## src/rtl/core_pkg.sv

```systemverilog
// Shared core definitions: opcodes, control-bundle encodings and the ID control struct.
package core_pkg;

    localparam logic [6:0] OP_LUI    = 7'b0110111;
    localparam logic [6:0] OP_AUIPC  = 7'b0010111;
    localparam logic [6:0] OP_JAL    = 7'b1101111;
    localparam logic [6:0] OP_JALR   = 7'b1100111;
    localparam logic [6:0] OP_BRANCH = 7'b1100011;
    localparam logic [6:0] OP_LOAD   = 7'b0000011;
    localparam logic [6:0] OP_STORE  = 7'b0100011;
    localparam logic [6:0] OP_IMM    = 7'b0010011;
    localparam logic [6:0] OP_REG    = 7'b0110011;

    localparam logic [1:0] SRC_A_RS1  = 2'd0;
    localparam logic [1:0] SRC_A_PC   = 2'd1;
    localparam logic [1:0] SRC_A_ZERO = 2'd2;

    // ALU op classes; the EX-side ALU control refines REG/IMM using funct3/funct7
    localparam logic [1:0] ALU_OP_ADD    = 2'd0;
    localparam logic [1:0] ALU_OP_BRANCH = 2'd1;
    localparam logic [1:0] ALU_OP_REG    = 2'd2;
    localparam logic [1:0] ALU_OP_IMM    = 2'd3;

    localparam logic [1:0] WB_ALU = 2'd0;
    localparam logic [1:0] WB_MEM = 2'd1;
    localparam logic [1:0] WB_PC4 = 2'd2;

    typedef enum logic [2:0] {ImmNone, ImmI, ImmS, ImmB, ImmU, ImmJ} imm_sel_e;

    typedef struct packed {
        logic [1:0] alu_src_a;
        logic       alu_src_b;
        logic [1:0] alu_op;
        logic       branch;
        logic       jump;
        logic       mem_write;
        logic       mem_read;
        logic       reg_write;
        logic [1:0] wb_sel;
    } id_ctrl_t;

endpackage

```

## src/rtl/id_hazard_unit.sv

```systemverilog
// Load-use hazard detection between the incoming instruction and the ID/EX load.
module id_hazard_unit
    import core_pkg::*;
#(
    parameter int unsigned REG_ADDR_WIDTH = 5
) (
    input  logic [6:0]                opcode,
    input  logic [REG_ADDR_WIDTH-1:0] rs1,
    input  logic [REG_ADDR_WIDTH-1:0] rs2,
    input  logic                      in_valid,
    input  logic                      ex_valid,
    input  logic                      ex_mem_read,
    input  logic [REG_ADDR_WIDTH-1:0] ex_rd,
    output logic                      hz
);

    logic uses_rs1;
    logic uses_rs2;

    assign uses_rs1 = (opcode != OP_LUI) && (opcode != OP_AUIPC) && (opcode != OP_JAL);
    assign uses_rs2 = (opcode == OP_REG) || (opcode == OP_STORE) || (opcode == OP_BRANCH);

    assign hz = in_valid && ex_valid && ex_mem_read && (ex_rd != '0) &&
                ((uses_rs1 && rs1 == ex_rd) || (uses_rs2 && rs2 == ex_rd));

endmodule

```

## src/rtl/immediate_generator.sv

```systemverilog
// Sign-extended immediate extraction for the RV32I formats.
module immediate_generator
    import core_pkg::*;
#(
    parameter int unsigned DATA_WIDTH = 32
) (
    input  logic [31:0]           instr,
    input  imm_sel_e              imm_sel,
    output logic [DATA_WIDTH-1:0] imm
);

    logic [31:0] imm32;

    always_comb begin
        imm32 = '0;
        case (imm_sel)
            ImmI:    imm32 = {{20{instr[31]}}, instr[31:20]};
            ImmS:    imm32 = {{20{instr[31]}}, instr[31:25], instr[11:7]};
            ImmB:    imm32 = {{19{instr[31]}}, instr[31], instr[7], instr[30:25], instr[11:8], 1'b0};
            ImmU:    imm32 = {instr[31:12], 12'b0};
            ImmJ:    imm32 = {{11{instr[31]}}, instr[31], instr[19:12], instr[20], instr[30:21],
                              1'b0};
            default: imm32 = '0;
        endcase
    end

    assign imm = DATA_WIDTH'($signed(imm32));

endmodule

```

## src/rtl/main_control_unit.sv

```systemverilog
// Main control decoder: opcode to control bundle, immediate type and illegal flag.
module main_control_unit
    import core_pkg::*;
(
    input  logic [6:0] opcode,
    output id_ctrl_t   ctrl,
    output imm_sel_e   imm_sel,
    output logic       illegal
);

    always_comb begin
        ctrl    = '0;
        imm_sel = ImmNone;
        illegal = 1'b0;
        case (opcode)
            OP_LUI: begin
                ctrl.alu_src_a = SRC_A_ZERO;
                ctrl.alu_src_b = 1'b1;
                ctrl.reg_write = 1'b1;
                imm_sel        = ImmU;
            end
            OP_AUIPC: begin
                ctrl.alu_src_a = SRC_A_PC;
                ctrl.alu_src_b = 1'b1;
                ctrl.reg_write = 1'b1;
                imm_sel        = ImmU;
            end
            OP_JAL: begin
                ctrl.alu_src_a = SRC_A_PC;
                ctrl.alu_src_b = 1'b1;
                ctrl.jump      = 1'b1;
                ctrl.reg_write = 1'b1;
                ctrl.wb_sel    = WB_PC4;
                imm_sel        = ImmJ;
            end
            OP_JALR: begin
                ctrl.alu_src_b = 1'b1;
                ctrl.jump      = 1'b1;
                ctrl.reg_write = 1'b1;
                ctrl.wb_sel    = WB_PC4;
                imm_sel        = ImmI;
            end
            OP_BRANCH: begin
                ctrl.alu_op = ALU_OP_BRANCH;
                ctrl.branch = 1'b1;
                imm_sel     = ImmB;
            end
            OP_LOAD: begin
                ctrl.alu_src_b = 1'b1;
                ctrl.mem_read  = 1'b1;
                ctrl.reg_write = 1'b1;
                ctrl.wb_sel    = WB_MEM;
                imm_sel        = ImmI;
            end
            OP_STORE: begin
                ctrl.alu_src_b = 1'b1;
                ctrl.mem_write = 1'b1;
                imm_sel        = ImmS;
            end
            OP_IMM: begin
                ctrl.alu_src_b = 1'b1;
                ctrl.alu_op    = ALU_OP_IMM;
                ctrl.reg_write = 1'b1;
                imm_sel        = ImmI;
            end
            OP_REG: begin
                ctrl.alu_op    = ALU_OP_REG;
                ctrl.reg_write = 1'b1;
            end
            default: illegal = 1'b1;
        endcase
    end

endmodule

```

## src/rtl/register_file.sv

```systemverilog
// Two-read, one-write register file with hard-wired x0 and optional WB->read bypass.
module register_file #(
    parameter int unsigned DATA_WIDTH     = 32,
    parameter int unsigned REG_ADDR_WIDTH = 5,
    parameter int unsigned NUM_REGS       = 32,
    parameter int unsigned BYPASS_EN      = 1
) (
    input  logic                      clk,
    input  logic                      rst,
    input  logic                      we,
    input  logic [REG_ADDR_WIDTH-1:0] waddr,
    input  logic [DATA_WIDTH-1:0]     wdata,
    input  logic [REG_ADDR_WIDTH-1:0] raddr1,
    input  logic [REG_ADDR_WIDTH-1:0] raddr2,
    output logic [DATA_WIDTH-1:0]     rdata1,
    output logic [DATA_WIDTH-1:0]     rdata2
);

    localparam int unsigned Depth = 2 ** REG_ADDR_WIDTH;
    localparam bit Bypass = (BYPASS_EN != 0);

    logic [DATA_WIDTH-1:0] regs_q [Depth];
    logic                  write_en;

    function automatic logic in_range(input logic [REG_ADDR_WIDTH-1:0] a);
        return 32'(a) < NUM_REGS;
    endfunction

    assign write_en = we && (waddr != '0) && in_range(waddr);

    always_ff @(posedge clk or posedge rst) begin
        if (rst) begin
            for (int i = 0; i < Depth; i++) regs_q[i] <= '0;
        end else if (write_en) begin
            regs_q[waddr] <= wdata;
        end
    end

    assign rdata1 = (raddr1 == '0 || !in_range(raddr1)) ? '0 :
                    (Bypass && write_en && waddr == raddr1) ? wdata : regs_q[raddr1];
    assign rdata2 = (raddr2 == '0 || !in_range(raddr2)) ? '0 :
                    (Bypass && write_en && waddr == raddr2) ? wdata : regs_q[raddr2];

endmodule

```

## src/rtl/id_stage_pipe.sv

```systemverilog
// Pipelined decode stage: decode, register read, load-use bubble and the ID/EX register.
module id_stage_pipe
    import core_pkg::*;
#(
    parameter int unsigned DATA_WIDTH      = 32,
    parameter int unsigned REG_ADDR_WIDTH  = 5,
    parameter int unsigned NUM_REGS        = 32,
    parameter int unsigned BYPASS_EN       = 1,
    parameter int unsigned STALL_CNT_WIDTH = 16
) (
    input  logic                       clk,
    input  logic                       rst,
    input  logic                       in_valid,
    output logic                       in_ready,
    input  logic [DATA_WIDTH-1:0]      in_pc,
    input  logic [DATA_WIDTH-1:0]      in_pc_plus4,
    input  logic [31:0]                in_instr,
    input  logic                       wb_regwrite,
    input  logic [REG_ADDR_WIDTH-1:0]  wb_addr,
    input  logic [DATA_WIDTH-1:0]      wb_data,
    input  logic                       flush,
    output logic                       out_valid,
    input  logic                       out_ready,
    output id_ctrl_t                   out_ctrl,
    output logic [DATA_WIDTH-1:0]      out_pc,
    output logic [DATA_WIDTH-1:0]      out_pc_plus4,
    output logic [DATA_WIDTH-1:0]      out_imm,
    output logic [DATA_WIDTH-1:0]      out_rs1_data,
    output logic [DATA_WIDTH-1:0]      out_rs2_data,
    output logic [REG_ADDR_WIDTH-1:0]  out_rs1_addr,
    output logic [REG_ADDR_WIDTH-1:0]  out_rs2_addr,
    output logic [REG_ADDR_WIDTH-1:0]  out_rd_addr,
    output logic                       out_illegal,
    output logic [STALL_CNT_WIDTH-1:0] stall_cnt
);

    id_ctrl_t                  dec_ctrl;
    imm_sel_e                  imm_sel;
    logic                      dec_illegal, hz, advance;
    logic [DATA_WIDTH-1:0]     dec_imm, rs1_data, rs2_data;
    logic [REG_ADDR_WIDTH-1:0] rs1, rs2, rd;

    assign rs1 = REG_ADDR_WIDTH'(in_instr[19:15]);
    assign rs2 = REG_ADDR_WIDTH'(in_instr[24:20]);
    assign rd  = REG_ADDR_WIDTH'(in_instr[11:7]);

    main_control_unit u_ctrl (
        .opcode  (in_instr[6:0]),
        .ctrl    (dec_ctrl),
        .imm_sel (imm_sel),
        .illegal (dec_illegal)
    );

    immediate_generator #(.DATA_WIDTH(DATA_WIDTH)) u_imm (
        .instr   (in_instr),
        .imm_sel (imm_sel),
        .imm     (dec_imm)
    );

    register_file #(
        .DATA_WIDTH     (DATA_WIDTH),
        .REG_ADDR_WIDTH (REG_ADDR_WIDTH),
        .NUM_REGS       (NUM_REGS),
        .BYPASS_EN      (BYPASS_EN)
    ) u_rf (
        .clk    (clk),
        .rst    (rst),
        .we     (wb_regwrite),
        .waddr  (wb_addr),
        .wdata  (wb_data),
        .raddr1 (rs1),
        .raddr2 (rs2),
        .rdata1 (rs1_data),
        .rdata2 (rs2_data)
    );

    id_hazard_unit #(.REG_ADDR_WIDTH(REG_ADDR_WIDTH)) u_hz (
        .opcode      (in_instr[6:0]),
        .rs1         (rs1),
        .rs2         (rs2),
        .in_valid    (in_valid),
        .ex_valid    (out_valid),
        .ex_mem_read (out_ctrl.mem_read),
        .ex_rd       (out_rd_addr),
        .hz          (hz)
    );

    assign advance  = out_ready || !out_valid;
    assign in_ready = flush || (advance && !hz);

    // Flush and bubble only clear valid/ctrl; the datapath fields are don't-care when invalid.
    always_ff @(posedge clk or posedge rst) begin
        if (rst) begin
            out_valid    <= 1'b0;
            out_ctrl     <= '0;
            out_pc       <= '0;
            out_pc_plus4 <= '0;
            out_imm      <= '0;
            out_rs1_data <= '0;
            out_rs2_data <= '0;
            out_rs1_addr <= '0;
            out_rs2_addr <= '0;
            out_rd_addr  <= '0;
            out_illegal  <= 1'b0;
            stall_cnt    <= '0;
        end else if (flush) begin
            out_valid <= 1'b0;
            out_ctrl  <= '0;
        end else if (advance && hz) begin
            out_valid <= 1'b0;
            out_ctrl  <= '0;
            if (!(&stall_cnt)) stall_cnt <= stall_cnt + STALL_CNT_WIDTH'(1);
        end else if (advance) begin
            out_valid    <= in_valid;
            out_ctrl     <= in_valid ? dec_ctrl : '0;
            out_pc       <= in_pc;
            out_pc_plus4 <= in_pc_plus4;
            out_imm      <= dec_imm;
            out_rs1_data <= rs1_data;
            out_rs2_data <= rs2_data;
            out_rs1_addr <= rs1;
            out_rs2_addr <= rs2;
            out_rd_addr  <= rd;
            out_illegal  <= dec_illegal;
        end
    end

endmodule

```

## config.mk

```make
export PLATFORM = sky130hd
export DESIGN_NAME = id_stage_pipe
export DESIGN_NICKNAME = d
export VERILOG_FILES = /design/src/rtl/core_pkg.sv /design/src/rtl/id_hazard_unit.sv /design/src/rtl/immediate_generator.sv /design/src/rtl/main_control_unit.sv /design/src/rtl/register_file.sv /design/src/rtl/id_stage_pipe.sv
export SDC_FILE = /design/constraint.sdc
export NUM_CORES = 2
export LEC_CHECK = 0
export CORE_ASPECT_RATIO = 1.1
export CORE_UTILIZATION = 30
export DETAILED_ROUTE_END_ITERATION = 8
export DONT_BUFFER_PORTS = 1
export REMOVE_ABC_BUFFERS = 1
export SETUP_SLACK_MARGIN = 0.05
export SLEW_MARGIN = 20
export SYNTH_ARGS = -nofsm -noshare
export SYNTH_HDL_FRONTEND = slang
export SYNTH_SLANG_ARGS = --single-unit
```

## constraint.sdc

```tcl
create_clock -name clk -period 59.7 [get_ports clk]
set_input_delay 11.94 -clock clk [delete_from_list [all_inputs] [get_ports clk]]
set_output_delay 11.94 -clock clk [all_outputs]
set_load 0.01 [all_outputs]
```

==> flow_summary.ini <==
[floorplanning]
dieHeight_um = 479
core_um2 = 205000
dieArea_um2 = 209000
num_rows = 174
initial_core_util = 0.303
io_pins = 345
fp.dieW_um = 436

[yosys]
ys.flop_type = dfrtp_1
ys_ff_latch = 1228
synth-async-reset-ratio = 1.00
syn_area_um2 = 62100
avgSynthCellArea_um2 = 13.8
synth_cell_types = 59
yosysTopAreaCellShare = 0.495
ys.warnings.count = 0
synthCells = 4483
yosysMostFrequentCell = dfrtp_1
synth-edff-count = 0
netlist_top_cells_count = dfrtp_1, mux2_2, mux4_2
yosysSeqAreaShare = 0.495
synth_top_cell_by_area = dfrtp_1
synthTopCellsByArea = dfrtp_1, mux2_2, mux4_2

[critical_path]
cp_max_fo = 266
crit_path_start = in_instr[15]
crit_required_ns = 47.76
r2r-end = out_rs1_data[14]
reg2reg_from = out_rd_addr[1]
ff2ff_path_depth = 7
arrival_ns = 14.08
regToRegSetupSlack_ns = 56.21
path_class = input port to output pin
start_kind = input port
cp-end-kind = output pin

[sta]
setup_tns_ns = 0
fin_ws_ns = 33.68
worst_pin_slew_ns = 2.06
hold_viol_final = 0
whs_ns = 0.394
finClkSkew_ns = 0.0337
timing.final.crit_share = 0.436
slew_violations = 263
rsz0062_at_grt = no
fmax_mhz = 38.4
fin_crit_ns = 26.02
finalSetupViolations = 0
timing.slew.headroom = -0.371

[route]
vias = 40800
drtIter0Drc = 3933
remaining_drc_errors = 0
drt_first_pass_iters = 6
routed_via_density = 5.80
ant_nets = 0
drt_wl_total_mm = 208
wire_per_inst_um = 29.6

[finish]
drive_gt1_frac = 0.395
fillCellCount = 19900
syn_to_final_growth_pct = 11.0
utilization = 0.336
nets = 4343

[hold_path]
whs_path_depth = 0
holdPathEnd = u_rf.regs_q[1016]
hp-start = u_rf.regs_q[1016]
hold_path.class = flip-flop to flip-flop

[clock_network]
clk_pin_slew_worst_paths_ns = 0.06
tritoncts = built
numCtsBuffers = 134
root_buffer = clkbuf_16
cts_htree_levels = 4
post_cts_resize_count = 0
postCtsHoldBufs = 0
clock_latency_ns = 0.78
cts.path.max_buffers = 3
clock_sinks = 1228
post-cts-setup-buffers = 0

[job]
maxCapViolations = 0

[power_and_ir_drop]
finalPower_mw = 2.32
vdd_drop_max_mv = 0.0253
p_per_area_nw_per_um2 = 33.7
p_leak_nw = 29.5

[placement]
dpl.hpwl_mm = 113
place_ws_ns = 34.22
port_buffers = 0
place_congestion = 0.834

[grt]
grt_max_degree = 327
grt_pass1_wl_mm = 304
grt_util_all_layers = 0.197
grt_overflow_total = 0
grt_pass1_vias = 41800
antenna_found_initial = 10

[outcome]
violations = max-slew violations
status = finished with violations
[where the power goes]
group / internal [mW] / leakage [nW] / switching, mW
registers: 0.978 / 15.8 / 0.120
clock network: 0.514 / 2.24 / 0.350
logic: 0.228 / 11.5 / 0.134
[critical path: stages]
cell and delay (ns):
xor2_1 0.48, nor3_1 0.31, nand4_1 0.28, a31o_2 0.31
[stage by stage]
stage               instance area, um^2  cells
floorplan                         60100   3997
global placement                  64300   6795
detailed placement                64300   6795
CTS                               68900   7029
global route                      68900   7034
finish                            68900   7034
[kinds of logic after synthesis]
kind of cell / share of synthesized area
AND/OR/NAND/NOR: 0.0342
multiplexers: 0.360
buffers and inverters: 0.0319
flip-flops: 0.495
XOR/XNOR: 0.00494
adder cells (fa/ha/maj): 0.000202
AO/OA/AOI/OAI: 0.0736
[cell usage in the layout, fill, tap and decap left out, types with 5 or more instances in the layout]
cell type,synthesis,final
mux2_2,992,992
nor2_1,36,21
clkbuf_1,317,26
mux4_2,367,367
nand3b_1,5,5
and3_1,9,9
o221ai_1,64,64
buf_12,0,7
o22ai_1,62,62
nand4_1,16,16
dfrtp_1,1228,1228
xnor2_1,26,26
diode_2,0,5
clkbuf_16,0,143
a211oi_1,81,81
mux2i_1,290,290
and2_1,7,5
nand3_1,15,15
a21oi_1,80,79
o21ai_0,27,27
nand2_1,307,290
clkinv_2,0,19
a2111oi_0,31,31
nand2b_1,20,18
nor4_1,6,6
a22o_1,70,70
bufinv_16,0,10
a221o_1,46,46
clkbuf_8,0,29
nand2_2,0,17
nor3_1,8,7
o21ai_1,20,20
nand4b_1,5,5
xor2_1,9,9
nor2_4,0,14
a22oi_1,112,112
buf_4,6,63
[sequential cells by signal (all words and copies together), names as in the netlist]
name / count
out_pc: 32
u_rf.regs_q: 1024
out_rs2_addr: 5
out_imm: 32
out_rs1_addr: 5
out_valid: 1
out_rd_addr: 5
stall_cnt: 16
out_rs2_data: 32
out_illegal: 1
out_pc_plus4: 32
out_rs1_data: 32
out_ctrl: 11
[per-layer routing]
metal / up-vias / wire length, um / track usage
met5: - / 0 / 0
met2: 1815 / 95800 / 0.307
met3: 368 / 18200 / 0.0474
li1: 16600 / - / -
met4: 0 / 7210 / 0.0750
met1: 22100 / 87300 / 0.265
[final cells by class]
cell class	instances	area, um^2	area share
multi-input cells	2768	29600	0.429
clock buffers	198	4080	0.0592
well taps	2728	3410	0.0495
diodes	5	12.5	0.000182
inverters	1	11.3	0.000163
flip-flops and latches	1228	30700	0.446
clock inverters	36	454	0.00659
repair buffers	70	613	0.00890
[worst max-delay path by stage]
stage	end	slack [ns]	cells past startpoint
after CTS	in_ready	34.21	4
after floorplan	out_ctrl[10]	13.16	1
after detailed placement	in_ready	34.22	4
final	in_ready	33.68	4
after global placement	in_ready	34.21	4
after global routing	in_ready	34.09	4
No activity file was read; power rests on OpenSTA's default activity.
